<file path="src/rtl/alu_flag_unit.sv">
// 6502-style ALU stage feeding the status register: one operation per start pulse,
// registered result plus next C/Z/N/V, with an extra cycle for BCD ADC/SBC adjust.
module alu_flag_unit #(
    parameter int WIDTH = 8,
    parameter int OP_W  = 4
) (
    input  logic             clk,
    input  logic             reset_n,
    input  logic             start,
    input  logic [OP_W-1:0]  op_sel,
    input  logic [WIDTH-1:0] operand_a,
    input  logic [WIDTH-1:0] operand_b,
    input  logic             decimal_in,
    input  logic             carry_cur,
    input  logic             zero_cur,
    input  logic             negative_cur,
    input  logic             overflow_cur,
    output logic             busy,
    output logic             done,
    output logic             flags_load,
    output logic [WIDTH-1:0] result,
    output logic             carry_out,
    output logic             zero_out,
    output logic             negative_out,
    output logic             overflow_out
);

    localparam int MSB = WIDTH - 1;

    localparam logic [OP_W-1:0] OP_ADC = OP_W'(0);
    localparam logic [OP_W-1:0] OP_SBC = OP_W'(1);
    localparam logic [OP_W-1:0] OP_AND = OP_W'(2);
    localparam logic [OP_W-1:0] OP_ORA = OP_W'(3);
    localparam logic [OP_W-1:0] OP_EOR = OP_W'(4);
    localparam logic [OP_W-1:0] OP_ASL = OP_W'(5);
    localparam logic [OP_W-1:0] OP_LSR = OP_W'(6);
    localparam logic [OP_W-1:0] OP_ROL = OP_W'(7);
    localparam logic [OP_W-1:0] OP_ROR = OP_W'(8);
    localparam logic [OP_W-1:0] OP_INC = OP_W'(9);
    localparam logic [OP_W-1:0] OP_DEC = OP_W'(10);
    localparam logic [OP_W-1:0] OP_CMP = OP_W'(11);
    localparam logic [OP_W-1:0] OP_BIT = OP_W'(12);

    typedef enum logic {IDLE, ADJUST} state_t;
    state_t state;

    logic [WIDTH-1:0] addend;
    logic [WIDTH:0]   sum_ext;
    logic [WIDTH:0]   cmp_diff;
    logic             nib_carry;
    logic             add_v;
    logic             bcd_start;
    logic [WIDTH-1:0] bin_result;
    logic             bin_c, bin_z, bin_n, bin_v, keep_zn;

    // Binary path: everything that completes at the start edge.
    always_comb begin
        // NOTE: every always_comb output gets a default first so no path leaves it unassigned (no latch).
        addend     = (op_sel == OP_SBC) ? ~operand_b : operand_b;
        sum_ext    = {1'b0, operand_a} + {1'b0, addend} + (WIDTH+1)'(carry_cur);
        // Carry into bit 4 recovered from the sum without a separate nibble adder.
        nib_carry  = sum_ext[4] ^ operand_a[4] ^ addend[4];
        add_v      = (operand_a[MSB] == addend[MSB]) && (sum_ext[MSB] != operand_a[MSB]);
        cmp_diff   = {1'b0, operand_a} - {1'b0, operand_b};
        bcd_start  = decimal_in && ((op_sel == OP_ADC) || (op_sel == OP_SBC));
        bin_result = operand_a;
        bin_c      = carry_cur;
        bin_v      = overflow_cur;
        keep_zn    = 1'b0;
        case (op_sel)
            OP_ADC, OP_SBC: begin
                bin_result = sum_ext[MSB:0];
                bin_c      = sum_ext[WIDTH];
                bin_v      = add_v;
            end
            OP_AND: bin_result = operand_a & operand_b;
            OP_ORA: bin_result = operand_a | operand_b;
            OP_EOR: bin_result = operand_a ^ operand_b;
            OP_ASL: begin
                bin_result = {operand_a[MSB-1:0], 1'b0};
                bin_c      = operand_a[MSB];
            end
            OP_LSR: begin
                bin_result = {1'b0, operand_a[MSB:1]};
                bin_c      = operand_a[0];
            end
            OP_ROL: begin
                bin_result = {operand_a[MSB-1:0], carry_cur};
                bin_c      = operand_a[MSB];
            end
            OP_ROR: begin
                bin_result = {carry_cur, operand_a[MSB:1]};
                bin_c      = operand_a[0];
            end
            OP_INC: bin_result = operand_a + WIDTH'(1);
            OP_DEC: bin_result = operand_a - WIDTH'(1);
            OP_CMP: begin
                bin_result = cmp_diff[MSB:0];
                bin_c      = ~cmp_diff[WIDTH];
            end
            OP_BIT: begin
                bin_result = operand_a & operand_b;
                bin_v      = operand_b[MSB-1];
            end
            default: keep_zn = 1'b1;
        endcase
        bin_z = keep_zn ? zero_cur : (bin_result == '0);
        bin_n = keep_zn ? negative_cur
                        : ((op_sel == OP_BIT) ? operand_b[MSB] : bin_result[MSB]);
    end

    // Operation state carried into the decimal-adjust cycle.
    logic [WIDTH:0]   bcd_sum;
    logic             bcd_hc;
    logic             bcd_sub;
    logic             bcd_v;

    logic [WIDTH+1:0] adc_adj;
    logic             adc_hi;
    logic [WIDTH-1:0] adc_res;
    logic [WIDTH-1:0] sbc_res;
    logic [WIDTH-1:0] adj_result;
    logic             adj_c;

    always_comb begin
        adc_adj = {1'b0, bcd_sum};
        if ((adc_adj[3:0] > 4'd9) || bcd_hc)
            adc_adj = adc_adj + (WIDTH+2)'(6);
        // High-part test is made after the low-nibble correction.
        adc_hi  = bcd_sum[WIDTH] || (adc_adj > (WIDTH+2)'('h9F));
        adc_res = adc_hi ? (adc_adj[MSB:0] + WIDTH'('h60)) : adc_adj[MSB:0];

        sbc_res = bcd_sum[MSB:0];
        if (!bcd_hc)
            sbc_res = sbc_res - WIDTH'(6);
        if (!bcd_sum[WIDTH])
            sbc_res = sbc_res - WIDTH'('h60);

        adj_result = bcd_sub ? sbc_res : adc_res;
        adj_c      = bcd_sub ? bcd_sum[WIDTH] : adc_hi;
    end

    // NOTE: sequential state uses non-blocking assignments only; all registers here are plain flops, so all take the async reset.
    always_ff @(posedge clk or negedge reset_n) begin
        if (!reset_n) begin
            state        <= IDLE;
            busy         <= 1'b0;
            done         <= 1'b0;
            flags_load   <= 1'b0;
            result       <= '0;
            carry_out    <= 1'b0;
            zero_out     <= 1'b0;
            negative_out <= 1'b0;
            overflow_out <= 1'b0;
            bcd_sum      <= '0;
            bcd_hc       <= 1'b0;
            bcd_sub      <= 1'b0;
            bcd_v        <= 1'b0;
        end else begin
            done       <= 1'b0;
            flags_load <= 1'b0;
            case (state)
                IDLE: begin
                    if (start) begin
                        if (bcd_start) begin
                            state   <= ADJUST;
                            busy    <= 1'b1;
                            bcd_sum <= sum_ext;
                            bcd_hc  <= nib_carry;
                            bcd_sub <= (op_sel == OP_SBC);
                            bcd_v   <= add_v;
                        end else begin
                            result       <= bin_result;
                            carry_out    <= bin_c;
                            zero_out     <= bin_z;
                            negative_out <= bin_n;
                            overflow_out <= bin_v;
                            done         <= 1'b1;
                            flags_load   <= 1'b1;
                        end
                    end
                end
                ADJUST: begin
                    state        <= IDLE;
                    busy         <= 1'b0;
                    result       <= adj_result;
                    carry_out    <= adj_c;
                    zero_out     <= (adj_result == '0);
                    negative_out <= adj_result[MSB];
                    overflow_out <= bcd_v;
                    done         <= 1'b1;
                    flags_load   <= 1'b1;
                end
                default: state <= IDLE;
            endcase
        end
    end

endmodule

</file>
<file path="config.mk">
export PLATFORM = sky130hd
export DESIGN_NAME = alu_flag_unit
export DESIGN_NICKNAME = d
export VERILOG_FILES = /design/src/rtl/alu_flag_unit.sv
export SDC_FILE = /design/constraint.sdc
export NUM_CORES = 1
export LEC_CHECK = 0
export CAP_MARGIN = 5
export CELL_PAD_IN_SITES_DETAIL_PLACEMENT = 1
export CELL_PAD_IN_SITES_GLOBAL_PLACEMENT = 1
export CORE_MARGIN = 5
export CORE_UTILIZATION = 47
export CTS_CLUSTER_DIAMETER = 40
export CTS_CLUSTER_SIZE = 40
export DETAILED_ROUTE_END_ITERATION = 8
export GPL_TIMING_DRIVEN = 0
export PLACE_DENSITY = 0.95
export SYNTH_ARGS = -nofsm -noshare
export SYNTH_HDL_FRONTEND = slang
export SYNTH_SLANG_ARGS = --single-unit
</file>
<file path="constraint.sdc">
create_clock -name clk -period 4 [get_ports clk]
set_input_delay 1.2 -clock clk [delete_from_list [all_inputs] [get_ports clk]]
set_output_delay 1.2 -clock clk [all_outputs]
set_load 0.03 [all_outputs]
</file>
==> flow_summary.rst, run 1 <==
.. list-table::
   :header-rows: 1

   * - Metric
     - Value
   * - Final number of setup-violating endpoints
     - 2
   * - WP data required
     - 4.21 ns
   * - Share of cells above drive strength 1
     - 15.7%
   * - Number of cells traversed by the worst hold path
     - 1
   * - Synthesized net count
     - 615
   * - Switching fraction of total power
     - 49.5%
   * - Synthesis Warnings
     - 0
   * - Prevailing post-synth register cell
     - sky130_fd_sc_hd__dfrtp_1
   * - Reg-to-reg critical path startpoint
     - bcd_sum[1]
   * - Post-route worst hold slack
     - 0.510 ns
   * - Arrival time worst endpoint
     - approximately 4.3 ns
   * - Final core utilization
     - 58.3%
   * - Commonest cells after routing, fill and taps aside
     - 44 x sky130_fd_sc_hd__nand2_1, 44 x sky130_fd_sc_hd__nor2_1, 34 x sky130_fd_sc_hd__ha_1
   * - Synthesized netlist cell count
     - 547
   * - FFs w/ async S/R, synth
     - 100%
   * - Total power density per cell area
     - 335 nW/um^2
   * - Netlist Area Pre-Place
     - slightly above 4000 um^2
   * - Failing checks
     - setup timing
   * - Register area share after synthesis
     - around 16%
   * - Overall power after layout
     - 1.69 mW
   * - Setup TNS
     - -0.0505 ns
   * - Final critical delay including setup and external delays
     - 4.04 ns
   * - DR pass1 iterations
     - 6
   * - Count of input and output buffers
     - 42
   * - Sort of element at the end of the critical path
     - register
   * - Count of cells along the worst register-to-register path
     - 11
   * - Hold Path Class
     - register to register
   * - Num rows
     - 34
   * - X dimension of the die
     - 104 um
   * - P_int
     - 0.852 mW
   * - Effective utilization at floorplan
     - between 40% and 50%
   * - Global-route wire length before repair
     - ~27,000 um
   * - Vias in the first global route
     - a little over 5,000
   * - Weighted congestion at the end of routability-driven global placement
     - 1.02
   * - Total global routing track utilization
     - 30.3%
   * - Clk pin slew, worst setup/hold paths
     - about 0.090 ns
   * - Share of total power in sequential cells
     - 23.9%
   * - Combinational share of power
     - between 60 and 70%
   * - Core ar.
     - 8640 um^2
   * - Vias/cell
     - approximately 6.9
   * - Clk pwr share
     - roughly a tenth
   * - Slew margin rel.
     - 44.1%
   * - Maximum clock path buffer count
     - 2
   * - Total of flip-flops plus latches after synthesis
     - 27
   * - Layout-stage area growth over the synthesis result
     - 22.0%
   * - I/O pin count
     - 43
   * - Post-route cell area
     - 5030 um^2
   * - Net switching power of the design
     - 0.835 mW
   * - Skew final
     - 0.0154 ns
   * - Routed Antenna Nets
     - 0
   * - Startpoint of the worst hold path
     - busy
   * - Number of remaining DRC errors
     - 0
   * - Worst setup slack after placement
     - -1.38 ns
   * - Largest vdd supply drop
     - 0.000156 V
   * - Full die area
     - 10,700 um^2
   * - H-tree lvl count
     - 1
   * - P_leak
     - a little over 2 nW
   * - Wire length per cell
     - around 24 um
   * - Layout net count
     - 673
   * - WL final
     - about 17,000 um
   * - Die height
     - 104 um
   * - Tightest Pin Transition
     - 0.834 ns
   * - Maximum net fanout on the critical path
     - 4
   * - RSZ-0062 raised after global routing
     - true
   * - Count of placed standard cells including taps
     - 697
   * - Number of CTS-inserted buffers
     - 3
   * - Clock Latency Late Sink
     - 0.29 ns
   * - Status
     - finished, violations left
   * - Half-perimeter wire length after placement
     - between 10,000 and 15,000 um
   * - Root Buffer Master
     - sky130_fd_sc_hd__clkbuf_8
   * - Type of the setup path with the least slack
     - input pin to register
   * - Number of vias in the routed layout
     - around 4,900
   * - Antenna violations before repair
     - 0
   * - Final Slew Violations
     - 0
   * - Capture endpoint of the worst hold path
     - busy
   * - Number of fill cells
     - roughly 1,100
   * - CTS tree
     - yes
   * - Critical register-to-register path endpoint
     - zero_out
   * - Number of max-capacitance violations reported
     - 0
   * - Category of the worst setup path launch point
     - input pin
   * - Violation count after the first detailed-route iteration
     - 432
   * - Post-placement cell area
     - 4700 um^2
   * - Final global-route overflow total
     - 0
   * - Final period util
     - 101%
   * - Hold-fix buffers, CTS
     - 0
   * - Max Clk Rate
     - 247 MHz
   * - Count of cell types in the netlist
     - 86
   * - Number of endpoints with negative hold slack in the final report
     - 0
   * - Number of enable flip-flop cells after synthesis
     - 0
   * - Number of diodes added for antenna fixing
     - 0
   * - Avg Cell Area, Syn
     - approximately 7.5 um^2
   * - Number of standard cells in the layout, taps in and fillers out
     - 712
   * - Flop-to-flop setup slack
     - 0.81 ns
   * - Clk sink count
     - 27
   * - Largest net degree at the start of global routing
     - 28
   * - Setup slack after layout
     - -0.0411 ns
routing by layer:
| layer | wire [um] | track usage [%] |
|---|---|---|
| met4 | 909 | 14.0 |
| met3 | 1400 | 4.29 |
| met1 | 6560 | 37.3 |
| met2 | 8270 | 52.0 |
| met5 | 0 | 0 |
cell families (layout without fill, tap and decap cells):
logic type	Yosys count	count (layout)	share of synthesized area, %
multiplexers	8	8	2.21
XOR/XNOR	28	28	5.95
AO/OA/AOI/OAI	179	179	30.7
AND/OR/NAND/NOR	191	191	24.4
flip-flops	27	27	16.4
adder cells (fa/ha/maj)	40	40	12.7
buffers and inverters	74	131	7.68
power groups by stage:
stage                     combinational (mW)  clock (mW)  sequential (mW)
final                                   1.12       0.168            0.403
after global routing                    1.20       0.174            0.408
after CTS                               1.08       0.166            0.400
after detailed placement                1.03           0            0.405
after global placement                 0.966           0            0.394
after floorplan                        0.660           0            0.428
what timing repair did:
item,CTS,global route
buffers inserted,12,1
resized for setup,51,23
hold endpoints to repair,0,0
pin swaps,18,17
endpoints found under the setup margin,19,11
synthesized netlist by cell type (all sizes together) (10+ instances only):
cell / number / area (um^2)
a211oi: 10 / 75.1
a21oi: 29 / 149
a22oi: 12 / 90.1
buf: 16 / 98.8
clkbuf: 23 / 86.3
dfrtp: 27 / 676
ha: 37 / 463
inv: 32 / 120
nand2: 44 / 165
nand3: 12 / 60.1
nor2: 47 / 184
nor2b: 13 / 81.3
nor3: 16 / 95.1
o21ai: 42 / 214
xnor2: 22 / 193
state kept, by name, indices dropped and copies added, names as in the netlist:
register,cells
zero_out,1
result,8
bcd_hc,1
flags_load,1
state,1
bcd_v,1
carry_out,1
negative_out,1
overflow_out,1
bcd_sum,9
busy,1
bcd_sub,1
worst max path at each step:
stage	slack, ns	endpoint	start
finish	-0.04	zero_out	op_sel[3]
global route	-0.09	carry_out	op_sel[3]
CTS	-0.13	zero_out	op_sel[3]
detailed placement	-1.38	zero_out	op_sel[2]
global placement	-1.38	zero_out	op_sel[2]
floorplan	-0.01	zero_out	op_sel[2]
worst max-delay path, stage by stage:
cell                        delay, ns
sky130_fd_sc_hd__buf_6           0.09
sky130_fd_sc_hd__or3_4           0.40
sky130_fd_sc_hd__nor2_4          0.18
sky130_fd_sc_hd__buf_12          0.15
sky130_fd_sc_hd__buf_12          0.10
sky130_fd_sc_hd__xnor2_1         0.13
sky130_fd_sc_hd__ha_2            0.36
sky130_fd_sc_hd__o21ai_4         0.20
sky130_fd_sc_hd__a31o_4          0.18
sky130_fd_sc_hd__nor2b_1         0.17
sky130_fd_sc_hd__xnor2_1         0.16
sky130_fd_sc_hd__a2111oi_2       0.38
sky130_fd_sc_hd__o21ai_0         0.15
sky130_fd_sc_hd__o21ai_0         0.16
sky130_fd_sc_hd__a41o_1          0.23
final cells by class:
| cell class | instances | area (um^2) | share of cell area [%] |
|---|---|---|---|
| multi-input cells | 446 | 3300 | 65.6 |
| flip-flops and latches | 27 | 676 | 13.4 |
| repair buffers | 55 | 541 | 10.7 |
| plain buffers | 37 | 196 | 3.90 |
| well taps | 108 | 135 | 2.69 |
| inverters | 35 | 134 | 2.66 |
| clock buffers | 3 | 41.3 | 0.820 |
| clock inverters | 1 | 7.51 | 0.149 |
No activity file was read; power rests on OpenSTA's default activity.
==> inputs of run 2 (changes only) <==
- GPL_TIMING_DRIVEN: 0 -> not set
==> run 2 against run 1 <==
Against the previous run: the run still ends with setup timing left; global-route usage increased by 3.9 points; die area unchanged; utilization increased by 3.5 points; critical path type unchanged; largest power group unchanged.
==> flow_summary.rst, run 2 (synthesized netlist as in run 1, its figures left out) <==
.. list-table::
   :header-rows: 1

   * - Metric
     - Value
   * - Tightest Pin Transition
     - 0.714 ns (-0.120 ns)
   * - Largest net degree at the start of global routing
     - 41 (+46%)
   * - WP data required
     - 4.23 ns (+0.02 ns)
   * - Count of input and output buffers
     - 42 (unchanged)
   * - P_leak
     - 2.26 nW (+11%)
   * - Most repeated library cell on the critical path
     - sky130_fd_sc_hd__buf_4
   * - Number of endpoints with negative hold slack in the final report
     - 0 (unchanged)
   * - Arrival time worst endpoint
     - 4.25 ns (about the same)
   * - RSZ-0062 raised after global routing
     - true
   * - Sort of element at the end of the critical path
     - register
   * - Wire length per cell
     - 26.6 um (+11%)
   * - Maximum clock path buffer count
     - 2 (unchanged)
   * - Overall power after layout
     - 1.77 mW (+5.1%)
   * - Root Buffer Master
     - sky130_fd_sc_hd__clkbuf_8
   * - Setup slack after layout
     - -0.0182 ns (+0.0229 ns)
   * - Number of fill cells
     - 1,080 (-0.74%)
   * - Layout-stage area growth over the synthesis result
     - 29.4%
   * - Number of CTS-inserted buffers
     - 3 (unchanged)
   * - Vias in the first global route
     - 5,536 (+9.7%)
   * - Total global routing track utilization
     - 34.3% (+3.9 points)
   * - Ordered cell list for the critical path
     - buf_6 > or3_4 > nor2_4 > buf_6 > xnor2_1 > ha_1 > nand3b_1 > buf_4 > buf_4 > nand3b_1 > xnor2_1 > o211ai_1 > a211oi_1 > buf_4 > nor2_1 > nor3b_2 > a41o_1
   * - CTS tree
     - yes
   * - Number of max-capacitance violations reported
     - 0 (unchanged)
   * - Maximum net fanout on the critical path
     - 4 (unchanged)
   * - Delay of the slowest cell on the worst path
     - 0.39 ns (about the same)
   * - Full die area
     - 10,700 um^2 (unchanged)
   * - WL final
     - 19,900 um (+16%)
   * - Routed Antenna Nets
     - 0 (unchanged)
   * - Hold Path Class
     - register to register
   * - Die height
     - 104 um (unchanged)
   * - Leading registers by flop count
     - bcd_sum x9, result x8
   * - Violation count after the first detailed-route iteration
     - 669 (+55%)
   * - Commonest cells after routing, fill and taps aside
     - 79 x sky130_fd_sc_hd__buf_4, 44 x sky130_fd_sc_hd__nand2_1, 42 x sky130_fd_sc_hd__nor2_1
   * - DR pass1 iterations
     - 8 (+2)
   * - X dimension of the die
     - 104 um (unchanged)
   * - Number of standard cells in the layout, taps in and fillers out
     - 745 (+4.6%)
   * - Most common cell after layout, fill and taps aside
     - sky130_fd_sc_hd__buf_4
   * - Clk sink count
     - 27 (unchanged)
   * - Final number of setup-violating endpoints
     - 1 (-1)
   * - Half-perimeter wire length after placement
     - 13,300 um (+0.49%)
   * - Slowest CP cell
     - sky130_fd_sc_hd__or3_4
   * - Final Slew Violations
     - 0 (unchanged)
   * - Type of the setup path with the least slack
     - input pin to register
   * - Num rows
     - 34 (unchanged)
   * - Footprint of the flip-flops and latches
     - 676 um^2 (unchanged)
   * - Number of vias in the routed layout
     - 5,235 (+6.6%)
   * - Number of diodes added for antenna fixing
     - 0 (unchanged)
   * - Global-route wire length before repair
     - 30,300 um (+13%)
   * - H-tree lvl count
     - 1 (unchanged)
   * - Number of remaining DRC errors
     - 0 (unchanged)
   * - Final critical delay including setup and external delays
     - 4.02 ns (-0.0229 ns)
   * - Max Clk Rate
     - 249 MHz (+0.57%)
   * - Final core utilization
     - 61.8% (+3.5 points)
   * - Clock Latency Late Sink
     - 0.29 ns (about the same)
   * - Failing checks
     - setup timing
   * - Weighted congestion at the end of routability-driven global placement
     - 0.975 (-4.8%)
   * - Number of flip-flops in the largest register
     - 9 (unchanged)
   * - Multi-input combinational cell area
     - 3300 um^2 (-0.19%)
   * - Final global-route overflow total
     - 0 (unchanged)
   * - Effective utilization at floorplan
     - 47.8% (unchanged)
   * - Slew margin rel.
     - 52.4% (+8.3 points)
   * - Core ar.
     - 8640 um^2 (unchanged)
   * - Category of the worst setup path launch point
     - input pin
   * - Share of cells above drive strength 1
     - 22.6% (+6.9 points)
   * - Antenna violations before repair
     - 0 (unchanged)
   * - Total power density per cell area
     - 332 nW/um^2 (-0.88%)
   * - Skew final
     - 0.00976 ns (-0.00564 ns)
   * - Clk pin slew, worst setup/hold paths
     - 0.11 ns (+0.02 ns)
   * - I/O pin count
     - 43 (unchanged)
   * - Layout net count
     - 706 (+4.9%)
   * - Vias/cell
     - 7.03 (+1.8%)
   * - Worst setup slack after placement
     - -0.711 ns (+0.669 ns)
   * - Largest vdd supply drop
     - 0.000153 V (-1.8%)
   * - Register with the most flip-flops
     - bcd_sum
   * - Status
     - finished, violations left
   * - Count of placed standard cells including taps
     - 733 (+5.2%)
   * - Final period util
     - 100% (-0.57 points)
run 2: final cells by class:
class / instances / area share [%]
Multi-Input combinational cell: 446 / 61.7
Timing Repair Buffer: 125 / 19.8
Sequential cell: 27 / 12.7
Tap cell: 108 / 2.53
Inverter: 35 / 2.46
Clock buffer: 4 / 0.844
run 2: routing by layer:
layer / vias to the layer above / part of all wire [%] / wire length, um / global-route usage, %
met5: - / 0 / 0 / 0
met4: 0 / 7.6 / 1520 / 22.7
met3: 152 / 9.3 / 1850 / 7.71
met2: 399 / 47 / 9380 / 57.1
met1: 2495 / 36 / 7100 / 39.0
li1: 2189 / - / - / -
run 2: repair_timing:
item                                    4_1_cts  5_1_grt
pin swaps                                    13       25
resized for setup                            31       24
endpoints found under the setup margin       12        9
setup buffers                                 2        7
endpoints found under the hold margin         0        0
hold buffers                                  0        0
run 2: power by group:
part           internal [mW]  leakage [nW]  switching (mW)
Clock                 0.0720        0.0228          0.0987
Combinational          0.500          1.90           0.648
Sequential             0.329         0.336           0.126
run 2: worst max-delay path: cells and delay by family:
kind / cells / cell delay (ns)
simple gates: 6 / 1.05
buf+inv: 5 / 0.62
compound gates: 3 / 0.56
xor+xnor: 2 / 0.50
fa+ha+maj: 1 / 0.31
run 2: worst paths after layout:
path / startpoint / to / slack [ns] / depth (start not counted)
min in group asynchronous: reset_n / bcd_sum[8] / 1.28 / 2
worst max register to register: bcd_sum[1] / zero_out / 0.72 / 11
max in group asynchronous: reset_n / busy / 2.43 / 2
worst min-delay path: busy / busy / 0.49 / 1
worst max-delay path: op_sel[3] / zero_out / -0.02 / 17
worst min register to register: busy / busy / 0.49 / 1
run 2: per-stage QoR:
stage          hold WS, ns  setup TNS [ns]  cell area [um^2]
2_1_floorplan        0.449         -0.0152              4150
6_report             0.488         -0.0182              5340
4_1_cts              0.490               0              5220
3_3_place_gp         0.465           -4.21              5070
5_1_grt              0.510          -0.192              5340
3_5_place_dp         0.468           -7.74              5070
